### src/rtl/gio_sched_pkg.sv
// ============================================================================
// Module   : gio_sched_pkg
// Brief    : Shared definitions for the gio failsafe scheduler: bus FSM
//            states, guarded word indices, CTRL address and bit positions.
// Revision : 1.0 - initial release
// ============================================================================
`default_nettype none

package gio_sched_pkg;

    typedef enum logic [1:0] {
        ST_IDLE   = 2'd0,
        ST_FWD    = 2'd1,
        ST_FS_SEQ = 2'd2
    } bus_state_e;

    // gio word indices that carry motor commands (PWM pair, PPM pair)
    localparam logic [2:0] C_WIDX_PWM0 = 3'd1;
    localparam logic [2:0] C_WIDX_PWM1 = 3'd2;
    localparam logic [2:0] C_WIDX_PPM0 = 3'd6;
    localparam logic [2:0] C_WIDX_PPM1 = 3'd7;

    localparam logic [2:0] C_CTRL_WIDX = 3'd0;

    localparam int C_CTRL_ARMED_BIT = 0;
    localparam int C_CTRL_FS_BIT    = 1;
    localparam int C_CTRL_REARM_BIT = 0;
    localparam int C_CTRL_FCNT_LSB  = 8;
    localparam int C_CTRL_TMO_LSB   = 16;

    function automatic logic is_guarded(input logic [2:0] widx);
        return (widx == C_WIDX_PWM0) || (widx == C_WIDX_PWM1) ||
               (widx == C_WIDX_PPM0) || (widx == C_WIDX_PPM1);
    endfunction

    // Byte address of the failsafe write issued at a given sequencer step
    function automatic logic [7:0] fs_word_adr(input logic [1:0] step);
        logic [2:0] widx;
        case (step)
            2'd0:    widx = C_WIDX_PWM0;
            2'd1:    widx = C_WIDX_PWM1;
            2'd2:    widx = C_WIDX_PPM0;
            default: widx = C_WIDX_PPM1;
        endcase
        return {3'b000, widx, 2'b00};
    endfunction

endpackage

`default_nettype wire

### src/rtl/gio_sched_wdog.sv
// ============================================================================
// Module   : gio_sched_wdog
// Brief    : Motor-command watchdog: ms divider, ms counter, expiry compare,
//            armed flag, failsafe request and saturating fault counter.
// Revision : 1.0 - initial release
// ============================================================================
`default_nettype none

module gio_sched_wdog #(
    parameter int CLK_PER_MS = 50000
) (
    input  logic        clk_i,
    input  logic        rst_i,
    input  logic        kick_i,
    input  logic        rearm_i,
    input  logic        fs_ack_i,
    input  logic [15:0] timeout_i,
    output logic        armed_o,
    output logic        fs_pend_o,
    output logic [7:0]  fault_cnt_o
);

    localparam int DIV_W = (CLK_PER_MS > 1) ? $clog2(CLK_PER_MS) : 1;

    logic [DIV_W-1:0] div_q;
    logic [15:0]      ms_q;
    logic             armed_q;
    logic             fs_pend_q;
    logic [7:0]       fault_q;
    logic             tick;

    assign tick = (div_q == DIV_W'(CLK_PER_MS - 1));

    always_ff @(posedge clk_i or posedge rst_i) begin
        if (rst_i) begin
            div_q     <= '0;
            ms_q      <= '0;
            armed_q   <= 1'b0;
            fs_pend_q <= 1'b0;
            fault_q   <= '0;
        end else begin
            div_q <= tick ? '0 : div_q + DIV_W'(1);

            if (fs_ack_i) begin
                fs_pend_q <= 1'b0;
            end

            if (rearm_i) begin
                armed_q <= 1'b1;
                ms_q    <= '0;
            end else if (!armed_q || kick_i) begin
                ms_q <= '0;
            end else if (tick) begin
                // Expiry is judged on a tick, so after a kick at least
                // timeout full milliseconds elapse whatever the divider phase.
                if ((timeout_i != 16'd0) && (ms_q == timeout_i)) begin
                    fs_pend_q <= 1'b1;
                    armed_q   <= 1'b0;
                    ms_q      <= '0;
                    if (fault_q != 8'hFF) begin
                        fault_q <= fault_q + 8'd1;
                    end
                end else begin
                    ms_q <= ms_q + 16'd1;
                end
            end
        end
    end

    assign armed_o     = armed_q;
    assign fs_pend_o   = fs_pend_q;
    assign fault_cnt_o = fault_q;

endmodule

`default_nettype wire

### src/rtl/gio_sched.sv
// ============================================================================
// Module   : gio_sched
// Brief    : Failsafe scheduler and Wishbone arbiter between the CPU and gio.
//            Forwards CPU traffic, runs the watchdog, and on expiry writes
//            safe PWM/PPM values then blocks motor writes until re-armed.
// Revision : 1.0 - initial release
// ============================================================================
`default_nettype none

module gio_sched
    import gio_sched_pkg::*;
#(
    parameter int          CLK_PER_MS  = 50000,
    parameter logic [15:0] TIMEOUT_RST = 16'd250,
    parameter logic [31:0] PPM_SAFE    = 32'h80808080
) (
    input  logic        wb_clk,
    input  logic        wb_rst,
    input  logic        c_cyc,
    input  logic        c_stb,
    input  logic        c_we,
    input  logic [3:0]  c_sel,
    input  logic [7:0]  c_adr,
    input  logic [31:0] c_dat,
    output logic [31:0] c_rdt,
    output logic        c_ack,
    output logic        g_cyc,
    output logic        g_stb,
    output logic        g_we,
    output logic [3:0]  g_sel,
    output logic [7:0]  g_adr,
    output logic [31:0] g_dat,
    input  logic [31:0] g_rdt,
    input  logic        g_ack,
    output logic        fs_active
);

    bus_state_e  state_q;
    logic [1:0]  fs_step_q;
    logic        fs_gap_q;
    logic [15:0] timeout_q;

    logic        armed;
    logic        fs_pend;
    logic [7:0]  fault_cnt;

    logic        req;
    logic        is_local;
    logic        is_ctrl;
    logic        guarded;
    logic        accept;
    logic        kick;
    logic        rearm;
    logic        tmo_load;
    logic        fs_start;
    logic [31:0] ctrl_rdata;

    // A stb still high during the ack cycle belongs to the finished access.
    assign req      = c_cyc && c_stb && !c_ack;
    assign is_local = |c_adr[7:5];
    assign is_ctrl  = is_local && (c_adr[4:2] == C_CTRL_WIDX);
    assign guarded  = !is_local && is_guarded(c_adr[4:2]);

    assign fs_start = (state_q == ST_IDLE) && fs_pend;
    assign accept   = (state_q == ST_IDLE) && !fs_pend && req;
    assign kick     = accept && c_we && guarded && armed;
    assign rearm    = accept && c_we && is_ctrl && c_sel[0] && c_dat[C_CTRL_REARM_BIT];
    assign tmo_load = accept && c_we && is_ctrl && (&c_sel[3:2]);

    assign fs_active = !armed;

    always_comb begin
        ctrl_rdata                                = '0;
        ctrl_rdata[C_CTRL_ARMED_BIT]              = armed;
        ctrl_rdata[C_CTRL_FS_BIT]                 = fs_active;
        ctrl_rdata[C_CTRL_FCNT_LSB +: 8]          = fault_cnt;
        ctrl_rdata[C_CTRL_TMO_LSB +: 16]          = timeout_q;
    end

    gio_sched_wdog #(
        .CLK_PER_MS (CLK_PER_MS)
    ) u_wdog (
        .clk_i       (wb_clk),
        .rst_i       (wb_rst),
        .kick_i      (kick),
        .rearm_i     (rearm),
        .fs_ack_i    (fs_start),
        .timeout_i   (timeout_q),
        .armed_o     (armed),
        .fs_pend_o   (fs_pend),
        .fault_cnt_o (fault_cnt)
    );

    always_ff @(posedge wb_clk or posedge wb_rst) begin
        if (wb_rst) begin
            state_q   <= ST_IDLE;
            fs_step_q <= 2'd0;
            fs_gap_q  <= 1'b0;
            timeout_q <= TIMEOUT_RST;
            c_rdt     <= '0;
            c_ack     <= 1'b0;
            g_cyc     <= 1'b0;
            g_stb     <= 1'b0;
            g_we      <= 1'b0;
            g_sel     <= '0;
            g_adr     <= '0;
            g_dat     <= '0;
        end else begin
            c_ack <= 1'b0;
            if (tmo_load) begin
                timeout_q <= c_dat[C_CTRL_TMO_LSB +: 16];
            end

            case (state_q)
                ST_IDLE: begin
                    if (fs_pend) begin
                        state_q   <= ST_FS_SEQ;
                        fs_step_q <= 2'd0;
                        fs_gap_q  <= 1'b0;
                        g_cyc     <= 1'b1;
                        g_stb     <= 1'b1;
                        g_we      <= 1'b1;
                        g_sel     <= 4'hF;
                        g_adr     <= fs_word_adr(2'd0);
                        g_dat     <= '0;
                    end else if (req) begin
                        if (is_local) begin
                            c_ack <= 1'b1;
                            c_rdt <= (is_ctrl && !c_we) ? ctrl_rdata : '0;
                        end else if (c_we && guarded && !armed) begin
                            c_ack <= 1'b1;
                            c_rdt <= '0;
                        end else begin
                            state_q <= ST_FWD;
                            g_cyc   <= 1'b1;
                            g_stb   <= 1'b1;
                            g_we    <= c_we;
                            g_sel   <= c_sel;
                            g_adr   <= c_adr;
                            g_dat   <= c_dat;
                        end
                    end
                end

                ST_FWD: begin
                    if (g_ack) begin
                        state_q <= ST_IDLE;
                        g_cyc   <= 1'b0;
                        g_stb   <= 1'b0;
                        c_rdt   <= g_rdt;
                        c_ack   <= 1'b1;
                    end
                end

                ST_FS_SEQ: begin
                    if (fs_gap_q) begin
                        fs_gap_q <= 1'b0;
                        g_cyc    <= 1'b1;
                        g_stb    <= 1'b1;
                        g_adr    <= fs_word_adr(fs_step_q);
                        g_dat    <= fs_step_q[1] ? PPM_SAFE : 32'd0;
                    end else if (g_ack) begin
                        g_cyc <= 1'b0;
                        g_stb <= 1'b0;
                        if (fs_step_q == 2'd3) begin
                            state_q <= ST_IDLE;
                        end else begin
                            fs_step_q <= fs_step_q + 2'd1;
                            fs_gap_q  <= 1'b1;
                        end
                    end
                end

                default: state_q <= ST_IDLE;
            endcase
        end
    end

endmodule

`default_nettype wire

### config.mk
export PLATFORM = sky130hd
export DESIGN_NAME = gio_sched
export DESIGN_NICKNAME = d
export VERILOG_FILES = /design/src/rtl/gio_sched_pkg.sv /design/src/rtl/gio_sched_wdog.sv /design/src/rtl/gio_sched.sv
export SDC_FILE = /design/constraint.sdc
export NUM_CORES = 1
export LEC_CHECK = 0
export ABC_AREA = 1
export BUFFER_PORTS_ARGS = -buffer_cell sky130_fd_sc_hd__buf_2
export CAP_MARGIN = 20
export CORE_UTILIZATION = 59
export DETAILED_ROUTE_END_ITERATION = 12
export PLACE_DENSITY = 0.88
export SLEW_MARGIN = 0
export SYNTH_ARGS = -nofsm -noshare
export SYNTH_HDL_FRONTEND = slang
export SYNTH_SLANG_ARGS = --single-unit
### constraint.sdc
create_clock -name wb_clk -period 7.5 [get_ports wb_clk]
set_clock_uncertainty 0.15 [all_clocks]
set_input_delay 0.75 -clock wb_clk [delete_from_list [all_inputs] [get_ports wb_clk]]
set_output_delay 0.75 -clock wb_clk [all_outputs]
set_load 0.05 [all_outputs]
==> metrics.md <==
| Metric | Value |
|---|---|
| Status | `complete, no violations` |
| N_diodes | `0` |
| Synth Register Bits | `143` |
| Critical Path Source Type | `register` |
| Pre-antenna DRT Iters | `8` |
| Die height | `115 microns` |
| Vias per Instance | `5.53` |
| Post-synth cell types | `36` |
| Synthesized cell area | `7550 sq um` |
| Fin. max-slew vios | `0` |
| Initial antenna violation count | `0` |
| Grt ovf | `0` |
| Placeable core area | `12300 sq um` |
| DR iter-0 viols | `715` |
| Max H-tree Level | `4` |
| Unrepaired setup endpoints after global routing | `false` |
| Leading cell type in the layout, fill and taps excluded | `nand2_1` |
| FMAX | `255 MHz` |
| Maximum vdd ir drop | `0.000164 V` |
| Final Hold Fails | `0` |
| Root Buffer | `clkbuf_16` |
| Row cnt | `40` |
| FF-to-FF path depth | `9` |
| Die area | `13300 sq um` |
| Maximum Capacitance Violations | `0` |
| Vias | `7511` |
| Post-route ant nets | `0` |
| Clk buf depth | `2` |
| LEAKAGE | `4.93 nW` |
| Nets | `1271` |
| R2r endpoint | `c_rdt[11]` |
| Gr usage total | `32.9%` |
| Pwr per Cell Area | `381 nW/um^2` |
| Mean Syn Cell Area | `7.35 sq um` |
| Synth Warn # | `0` |
| Post-layout util | `74.1%` |
| Crit Path Category | `register to register` |
| CP Max Fanout | `35` |
| Worst slew margin | `29.1%` |
| Crit path top cell by count | `nand2_1` |
| Starting density of the core | `61.6%` |
| Setup TNS | `0 ns` |
| Min Tclk post-route | `3.92 ns` |
| Largest net degree at the start of global routing | `83` |
| DRC viols | `0` |
| Final setup fails | `0` |
| Net count after synthesis | `1120` |
| Largest stage delay on the critical path | `0.93 ns` |
| Critical path cell sequence | `inv_1 > ha_1 > buf_4 > clkinv_1 > nor2_1 > inv_1 > nand2_1 > nand2_1 > nand2_1` |
| Endpoint class of the critical path | `register` |
| # port buffers | `162` |
| CTS tree | `yes` |
| Drt total wl | `20900 microns` |
| Share of post-route cells with drive strength above 1 | `19.0%` |
| Hold Crit Class | `primary input to async pin` |
| Clk slew on worst S/H paths | `0.06 ns` |
| Vias in the first global route | `6950` |
| I/O pin count | `163` |
| Worst-Margin Slew | `1.06 ns` |
| DR WL/cell | `15.4 microns` |
| Post-Syn Instances | `1028` |
| Clk sink count | `143` |
| RR Startpoint | `state_q[1]` |
| Post-cts gate resize count | `0` |
| Worst endpoint required time | `7.70 ns` |
| CTS Buf Count | `17` |
| Sequential fraction of the synthesis area | `47.5%` |
| Area Overhead vs Synth | `20.3%` |
| Post-CTS setup buffers | `0` |
| Slowest CP cell | `nand2_1` |
| Final HPWL DP | `15000 microns` |
| Commonest cells after routing, fill and taps aside | `378 x nand2_1, 162 x buf_2, 137 x dfrtp_1, 99 x inv_1, 99 x nor2_1` |
| Crit path DAT | `4.12 ns` |
| R2R setup slack | `3.58 ns` |
| GPL Wtd Cong | `0.973` |
| First-pass GRT wire length | `33300 microns` |
| Hold buffer count at CTS | `0` |
| Worst-Skew Late Latency | `0.42 ns` |
| Die Width | `115 microns` |
| Final period utilization | `52.3%` |
power breakdown:
| group | switching (mW) | total [mW] | internal, mW |
|---|---|---|---|
| Clock | 0.319 | 0.888 | 0.570 |
| Sequential | 0.125 | 1.11 | 0.981 |
| Combinational | 1.16 | 1.47 | 0.307 |
| Total | 1.60 | 3.46 | 1.86 |
logic make-up (layout without fill, tap and decap cells):
| group | after synthesis | in the layout | synth area share, % |
|---|---|---|---|
| buffers and inverters | 140 | 303 | 7.79 |
| DFF | 143 | 143 | 47.5 |
| xor gates and xnor gates | 9 | 9 | 1.04 |
| and+or+nand+nor | 634 | 634 | 35.5 |
| AOI/OAI and AO/OA | 92 | 92 | 6.58 |
| adders and majority gates | 10 | 10 | 1.66 |
routing by layer:
metal	wire (microns)	GRT usage, %	part of all wire [%]	vias to the layer above
met5	0	0	0	-
met4	854	17.5	4.1	0
met3	1770	6.43	8.4	72
met2	9880	55.1	47	399
met1	8410	40.4	40	3470
li1	-	-	-	3570
worst max-delay path by stage:
stage / cells past startpoint / slack, ns / start / to
finish: 9 / 3.58 / state_q[1] / c_rdt[11]
global route: 9 / 3.20 / state_q[1] / c_rdt[18]
CTS: 9 / 3.65 / state_q[1] / c_rdt[11]
detailed placement: 13 / 3.67 / c_adr[4] / c_rdt[5]
global placement: 13 / 3.87 / c_adr[4] / c_rdt[27]
floorplan: 1 / 2.77 / wb_rst / c_ack
cell usage after synthesis:
| library cell | number | area share (%) |
|---|---|---|
| a21boi_0 | 4 | 0.40 |
| a21oi_1 | 11 | 0.73 |
| a21oi_2 | 1 | 0.12 |
| a21oi_4 | 1 | 0.22 |
| buf_2 | 14 | 0.93 |
| buf_4 | 6 | 0.60 |
| buf_6 | 3 | 0.45 |
| clkbuf_1 | 14 | 0.70 |
| clkinv_1 | 1 | 0.050 |
| dfrtp_1 | 137 | 45 |
| dfstp_2 | 6 | 2.1 |
| ha_1 | 10 | 1.7 |
| inv_1 | 100 | 5.0 |
| inv_2 | 2 | 0.099 |
| nand2_1 | 378 | 19 |
| nand2_2 | 4 | 0.33 |
| nand3_1 | 91 | 6.0 |
| nand3_2 | 3 | 0.40 |
| nand3b_1 | 8 | 0.80 |
| nand3b_2 | 1 | 0.15 |
| nand4_1 | 19 | 1.6 |
| nor2_1 | 101 | 5.0 |
| nor2_2 | 2 | 0.17 |
| nor2_4 | 3 | 0.45 |
| nor3_1 | 17 | 1.1 |
| nor3_2 | 1 | 0.13 |
| nor3b_1 | 1 | 0.099 |
| nor4_1 | 5 | 0.41 |
| o211ai_1 | 1 | 0.099 |
| o21a_1 | 1 | 0.099 |
| o21ai_0 | 59 | 3.9 |
| o21ai_1 | 12 | 0.80 |
| o31a_1 | 1 | 0.12 |
| o31ai_1 | 1 | 0.099 |
| xnor2_1 | 2 | 0.23 |
| xor2_1 | 7 | 0.81 |
final cells by class:
cell class / instances / area (sq um)
Inverter: 103 / 392
Fill cell: 925 / 3180
Clock inverter: 11 / 164
Multi-Input combinational cell: 745 / 3380
Tap cell: 168 / 210
Clock buffer: 20 / 457
Timing Repair Buffer: 169 / 891
Sequential cell: 143 / 3590
worst max-delay path, delay by kind of cell (launching register included):
family,cells,cell delay (ns)
buffers and inverters,4,1.50
adders and majority gates,1,0.14
and+or+nand+nor,4,1.63
DFF,1,0.41
state kept, by name (all words and copies together) (netlist names), 2 cells and up:
name and flops:
g_sel 4, u_wdog.fault_cnt_o 8, fs_step_q 2, g_dat 32, g_adr 8, state_q 2, timeout_q 16, u_wdog.div_q 16
c_rdt 32, u_wdog.ms_q 16
per-stage QoR:
step	std cells	area, sq um	setup slack, ns	total power [mW]	hold slack [ns]
final	1359	9080	3.58	3.46	0.223
after global routing	1359	9080	3.20	3.63	0.279
after CTS	1357	9040	3.65	3.45	0.250
after detailed placement	1326	8420	3.67	2.56	0.307
after global placement	1326	8420	3.87	2.52	0.299
after floorplan	1028	7550	2.77	2.22	0.283
Note: power is estimated with default switching activity, not from simulation.
